$ cat src/rtl/negate_seq.sv
// negate_seq -- multi-cycle two's-complement sign unit.
//
// Applies one of four sign modes to a signed operand:
//   op = 00 pass, 01 negate, 10 absolute value, 11 negative absolute value.
// The operand is conditionally inverted and the +1 is rippled in through a
// single CHUNK-bit adder, one slice per cycle, LSB slice first. Every op,
// including pass, takes exactly NCHUNK cycles from accept to out_valid.
//
// Ports:
//   clk        rising-edge clock
//   clr        asynchronous, active-low reset
//   in_valid   operand a / op are valid
//   in_ready   unit can accept an operand (IDLE only)
//   a          signed operand, WIDTH bits
//   op         sign mode
//   out_valid  result / ovf / zero are valid (DONE only)
//   out_ready  consumer accepts the result
//   result     signed result, WIDTH bits
//   ovf        result is not representable (negating the most-negative value)
//   zero       result == 0
//   busy       high while slices are being processed
//   state_dbg  current FSM state (IDLE=0, BUSY=1, DONE=2) for observation
//
// Handshake semantics: a transfer happens on a rising edge where both valid
// and ready are high. The producer keeps valid and its data stable until that
// edge; ready may depend on state only. out_valid stays high and result/flags
// stay stable until the edge that completes the output transfer. The accept
// and the output transfer never share a cycle, so back-to-back ops are spaced
// at least NCHUNK+2 cycles apart.

module negate_seq #(
    parameter int WIDTH = 32,
    parameter int CHUNK = 8
) (
    input  logic             clk,
    input  logic             clr,
    input  logic             in_valid,
    output logic             in_ready,
    input  logic [WIDTH-1:0] a,
    input  logic [1:0]       op,
    output logic             out_valid,
    input  logic             out_ready,
    output logic [WIDTH-1:0] result,
    output logic             ovf,
    output logic             zero,
    output logic             busy,
    output logic [1:0]       state_dbg
);

    localparam int NCHUNK = WIDTH / CHUNK;
    // Keep the slice index at least one bit wide so CHUNK == WIDTH still works.
    localparam int KW = (NCHUNK > 1) ? $clog2(NCHUNK) : 1;
    localparam logic [KW-1:0]    K_LAST   = KW'(NCHUNK - 1);
    localparam logic [WIDTH-1:0] MOST_NEG = {1'b1, {(WIDTH-1){1'b0}}};

    typedef enum logic [1:0] {
        IDLE = 2'd0,
        BUSY = 2'd1,
        DONE = 2'd2
    } state_t;

    state_t state;
    state_t state_nxt;

    logic [WIDTH-1:0] a_q;
    logic             inv_q;
    logic             carry;
    logic [KW-1:0]    k;

    logic             accept;
    logic             last_slice;
    logic             inv_in;
    logic [CHUNK-1:0] a_slice;
    logic [CHUNK:0]   sum;
    logic [WIDTH-1:0] result_nxt;

    assign state_dbg = state;

    // ------------------------------------------------------------------
    // FSM state register
    // ------------------------------------------------------------------
    always_ff @(posedge clk or negedge clr) begin
        if (!clr) begin
            state <= IDLE;
        end else begin
            state <= state_nxt;
        end
    end

    // ------------------------------------------------------------------
    // FSM next state and handshake outputs
    // ------------------------------------------------------------------
    always_comb begin
        state_nxt  = state;
        in_ready   = 1'b0;
        out_valid  = 1'b0;
        busy       = 1'b0;
        accept     = 1'b0;
        last_slice = 1'b0;
        case (state)
            IDLE: begin
                // Held low while reset is asserted, so in_ready rises only
                // once clr is released.
                in_ready = clr;
                accept   = in_valid & clr;
                if (accept) begin
                    state_nxt = BUSY;
                end
            end
            BUSY: begin
                busy       = 1'b1;
                last_slice = (k == K_LAST);
                if (last_slice) begin
                    state_nxt = DONE;
                end
            end
            DONE: begin
                out_valid = 1'b1;
                if (out_ready) begin
                    state_nxt = IDLE;
                end
            end
            default: begin
                state_nxt = IDLE;
            end
        endcase
    end

    // ------------------------------------------------------------------
    // Slice adder
    // ------------------------------------------------------------------
    always_comb begin
        // Invert when the result must carry the opposite sign of a:
        // negate always, abs when a is negative, nabs when a is non-negative.
        inv_in = (op == 2'b01)
               | ((op == 2'b10) &  a[WIDTH-1])
               | ((op == 2'b11) & ~a[WIDTH-1]);

        a_slice    = a_q[int'(k) * CHUNK +: CHUNK];
        // The initial carry equals inv, which supplies the +1 of ~a + 1.
        sum        = {1'b0, a_slice ^ {CHUNK{inv_q}}} + {{CHUNK{1'b0}}, carry};
        result_nxt = result;
        result_nxt[int'(k) * CHUNK +: CHUNK] = sum[CHUNK-1:0];
    end

    // ------------------------------------------------------------------
    // Datapath registers
    // ------------------------------------------------------------------
    always_ff @(posedge clk or negedge clr) begin
        if (!clr) begin
            a_q    <= '0;
            inv_q  <= 1'b0;
            carry  <= 1'b0;
            k      <= '0;
            result <= '0;
            ovf    <= 1'b0;
            zero   <= 1'b0;
        end else if (accept) begin
            a_q   <= a;
            inv_q <= inv_in;
            carry <= inv_in;
            k     <= '0;
            ovf   <= 1'b0;
            zero  <= 1'b0;
        end else if (state == BUSY) begin
            result <= result_nxt;
            carry  <= sum[CHUNK];
            k      <= k + 1'b1;
            if (last_slice) begin
                // Only the most-negative value has no positive counterpart;
                // the final carry-out is dropped (wrap), which also makes
                // -0 come out as 0.
                ovf  <= inv_q & (a_q == MOST_NEG);
                zero <= (result_nxt == '0);
                k    <= '0;
            end
        end
    end

endmodule

$ cat config.mk
export PLATFORM = sky130hd
export DESIGN_NAME = negate_seq
export DESIGN_NICKNAME = d
export VERILOG_FILES = /design/src/rtl/negate_seq.sv
export SDC_FILE = /design/constraint.sdc
export NUM_CORES = 1
export LEC_CHECK = 0
export CAP_MARGIN = 0
export CORE_MARGIN = 1.5
export CORE_UTILIZATION = 46
export CTS_CLUSTER_DIAMETER = 30
export CTS_CLUSTER_SIZE = 25
export DETAILED_ROUTE_END_ITERATION = 6
export PLACE_DENSITY = 0.76
export SLEW_MARGIN = 20
export SYNTH_ARGS = -nofsm -noshare
export SYNTH_HDL_FRONTEND = slang
export SYNTH_SLANG_ARGS = --single-unit
$ cat constraint.sdc
create_clock -name clk -period 3.4 [get_ports clk]
set_input_delay 1.02 -clock clk [delete_from_list [all_inputs] [get_ports clk]]
set_output_delay 1.02 -clock clk [all_outputs]
set_load 0.01 [all_outputs]
==> out/qor.csv <==
stage,metric,value,unit
status,status,"finished, final reports clean",
routing,avgViaCountPerCell,5.750,
layout,antenna_cells,0,
global_routing,grt_pass1_wl,14500,um
run,drv_cap,0,
global_routing,groute.usage.overall,22.09,%
cts,path_clk_slew,0.07,ns
cts,clockBufferDepth,2,
die,core-area,7687,um^2
timing,period_minus_slack,3.197,ns
timing,slew_viol_final,0,
routing,ant_nets,0,
synth,synth-edff-count,0,
layout,multi_input_area,1740,um^2
synth,seq_area_frac_synth,49.72,%
critical_path,path_class,reg2reg,
routing,drtIter0Drc,250,
layout,syn_to_final_growth,31.46,%
synth,yosysTopAreaCellShare,49.72,%
critical_path,worst-path-buf-inv,1,
power_and_ir_drop,sw_frac_of_total,41.26,%
cts,cts_buffers,9,
synth,synth-seq-cells,72,
global_routing,antenna_found_initial,0,
timing,tns,0,ns
critical_path,worstSetupEndpoint,zero$_DFFE_PN0P_,
timing,rsz0062_at_grt,false,
cts,cts_resized,0,
cts,htree_levels,3,
cts,cts-root-buf,clkbuf_8,
routing,routed_wl,8650,um
critical_path,crit_start,k[0]$_DFFE_PN0P_,
layout,fin_nets,450,
cts,cts_tree,done,
die,io_pins,77,
die,start_util,47.14,%
synth,syn_nets,365,
critical_path,reg2reg_slack,0.20,ns
power_and_ir_drop,power_frac_clock,13.9,%
routing,routedWlPerCell,16.93,um
layout,layout_commonest_cell,clkdlybuf4s50_1,
synth,yosys_warnings,0,
global_routing,grt_overflow,0,
synth,yosys-top-cells-area,"dfrtp_1 (50%), mux2_2 (9.9%), nand2_1 (3.5%)",
hold_path,min_path_type,reg2reg,
synth,synth_flop_cell,dfrtp_1,
placement,place.gp.congestion,0.8483,
power_and_ir_drop,power_frac_seq,30.7,%
critical_path,cpLargestDelayFamily,compound AO/OA/AOI/OAI gates,
layout,n_fill_cell,619,
synth,netlist_instances,319,
critical_path,path_max_fanout,5,
timing,tightest_slew,0.8812,ns
synth,async_flop_share,100.0,%
layout,instances_no_fill,511,
critical_path,crit_arrival,3.47,ns
critical_path,path_cells,mux4_2 > xnor2_1 > ha_2 > ha_4 > inv_1 > or4_4 > o21ai_4 > a211oi_2 > a21boi_1 > a2111o_1 > o32ai_2,
critical_path,cp_slowest_stage_delay,0.55,ns
synth,avgSynthCellArea,11.36,um^2
global_routing,grt_max_degree,73,
die,dieArea,8419,um^2
synth,synth_area,3623,um^2
critical_path,cp-start-kind,flop,
power_and_ir_drop,combinationalPowerShare,55.4,%
global_routing,first_global_vias,3006,
power_and_ir_drop,ir_drop,0.5007,mV
layout,drive_gt1_share,18.09,%
critical_path,slowest_stage,or4_4,
timing,layout_setup_ws,0.2032,ns
die,num_rows,32,
timing,finalHoldViolCount,0,
layout,register_area,1804,um^2
power_and_ir_drop,p_leak,1.963,nW
layout,final_cell_mix,"clkdlybuf4s50_1 (75), dfrtp_1 (70), nand2_1 (34), mux2_2 (32), o21ai_0 (22)",
cts,postCtsSetupBuffers,0,
synth,yosysTopAreaCell,dfrtp_1,
critical_path,worstPathRequired,3.67,ns
routing,vias,2938,
routing,drc,0,
critical_path,r2r-start,k[0]$_DFFE_PN0P_,
timing,setup_viol,0,
die,die-width,91.76,um
timing,skew,0.006871,ns
die,die_h,91.76,um
timing,slew_headroom,41.25,%
placement,place_inst,495,
cts,insertion_delay,0.36,ns
cts,cts.sinks,72,
power_and_ir_drop,p_sw,2.081,mW
critical_path,worstSetupPathDepth,11,
placement,dp_worst_setup_slack,0.1352,ns
synth,synth.distinct_cells,50,
placement,numPortBuffers,76,
timing,period_share,94.02,%
critical_path,timing.rr.end,zero$_DFFE_PN0P_,
routing,dr.pass1.iters,4,
timing,max_freq,312.8,MHz
cts,postCtsHoldBufs,0,
power_and_ir_drop,intPower,2.963,mW
power_and_ir_drop,power-per-cell-area,1059,nW/um^2
placement,dpl.hpwl,6466,um
critical_path,rr_worst_depth,11,
critical_path,endpoint_kind,flop,
-- sequential cells by signal (all words and copies together), names as in the netlist --
signal and count:
carry 1, zero 1, k 2, result 32
state_dbg 2, a_q 32, ovf 1, inv_q 1
-- power by group through the flow --
stage | registers, mW | clock network (mW) | logic (mW)
after global routing | 1.60 | 0.754 | 3.03
after detailed placement | 1.56 | 0 | 2.76
final | 1.55 | 0.701 | 2.80
after CTS | 1.54 | 0.710 | 2.78
after global placement | 1.54 | 0 | 2.72
after floorplan | 1.53 | 0 | 1.71
-- through the flow --
stage	total power, mW	cell area [um^2]	hold WS [ns]	utilization (%)
2_1_floorplan	3.238	3645	0.4868	-
3_5_place_dp	4.325	4546	0.5105	59.13
6_report	5.044	4763	0.5169	61.96
5_1_grt	5.378	4763	0.5547	61.96
3_3_place_gp	4.264	4546	0.5014	59.13
4_1_cts	5.030	4753	0.5265	61.83
-- cell families (layout without fill, tap and decap cells) --
family	count (synthesis)	in the layout	synth area share, %
adder cells (fa/ha/maj)	8	8	2.763
XOR/XNOR	11	11	2.659
AND/OR/NAND/NOR	92	92	12.81
multiplexers	41	41	15.50
AO/OA/AOI/OAI	70	70	13.68
flip-flops	72	72	49.72
buffers and inverters	25	115	2.866
-- routing by layer --
layer / track usage [%] / part of all wire, % / wire [um] / up-vias
met5: 0 / 0 / 0 / -
met4: 9.103 / 1.8 / 153 / 0
met3: 5.141 / 5.6 / 483 / 19
met2: 35.39 / 50 / 4286 / 105
met1: 28.93 / 43 / 3726 / 1451
li1: - / - / - / 1363
-- final cells by class --
cell class	count	area share (%)
multi-input combinational	222	36.54
timing repair buffer	87	17.60
clock buffer	12	3.257
inverter	12	0.9456
sequential	72	37.88
clock inverter	4	1.103
tap	102	2.679
-- tightest hold or removal path, stage by stage, from the launching register on --
cell,delay [ns]
dfrtp_1,0.37
nand2_1,0.05
o21ai_0,0.06
-- worst min-delay path by stage --
| stage | from | to | cells after the start |
|---|---|---|---|
| after floorplan | a_q[21]$_DFFE_PN0P_ | a_q[21]$_DFFE_PN0P_ | 1 |
| after CTS | result[27]$_DFFE_PN0P_ | result[27]$_DFFE_PN0P_ | 2 |
| final | result[8]$_DFFE_PN0P_ | result[8]$_DFFE_PN0P_ | 2 |
| after detailed placement | result[20]$_DFFE_PN0P_ | result[20]$_DFFE_PN0P_ | 2 |
| after global placement | result[29]$_DFFE_PN0P_ | result[29]$_DFFE_PN0P_ | 2 |
| after global routing | result[29]$_DFFE_PN0P_ | result[29]$_DFFE_PN0P_ | 2 |
-- cells in the mapped netlist (all sizes together) (7+ instances only) --
cell type	n
buf	7
xnor2	9
nor3	9
a21oi	14
mux2	32
dfrtp	72
mux4	8
a22o	14
nand2	34
o21ai	23
nor4	13
inv	11
ha	8
nor2	10
(Power assumes the default switching activity.)
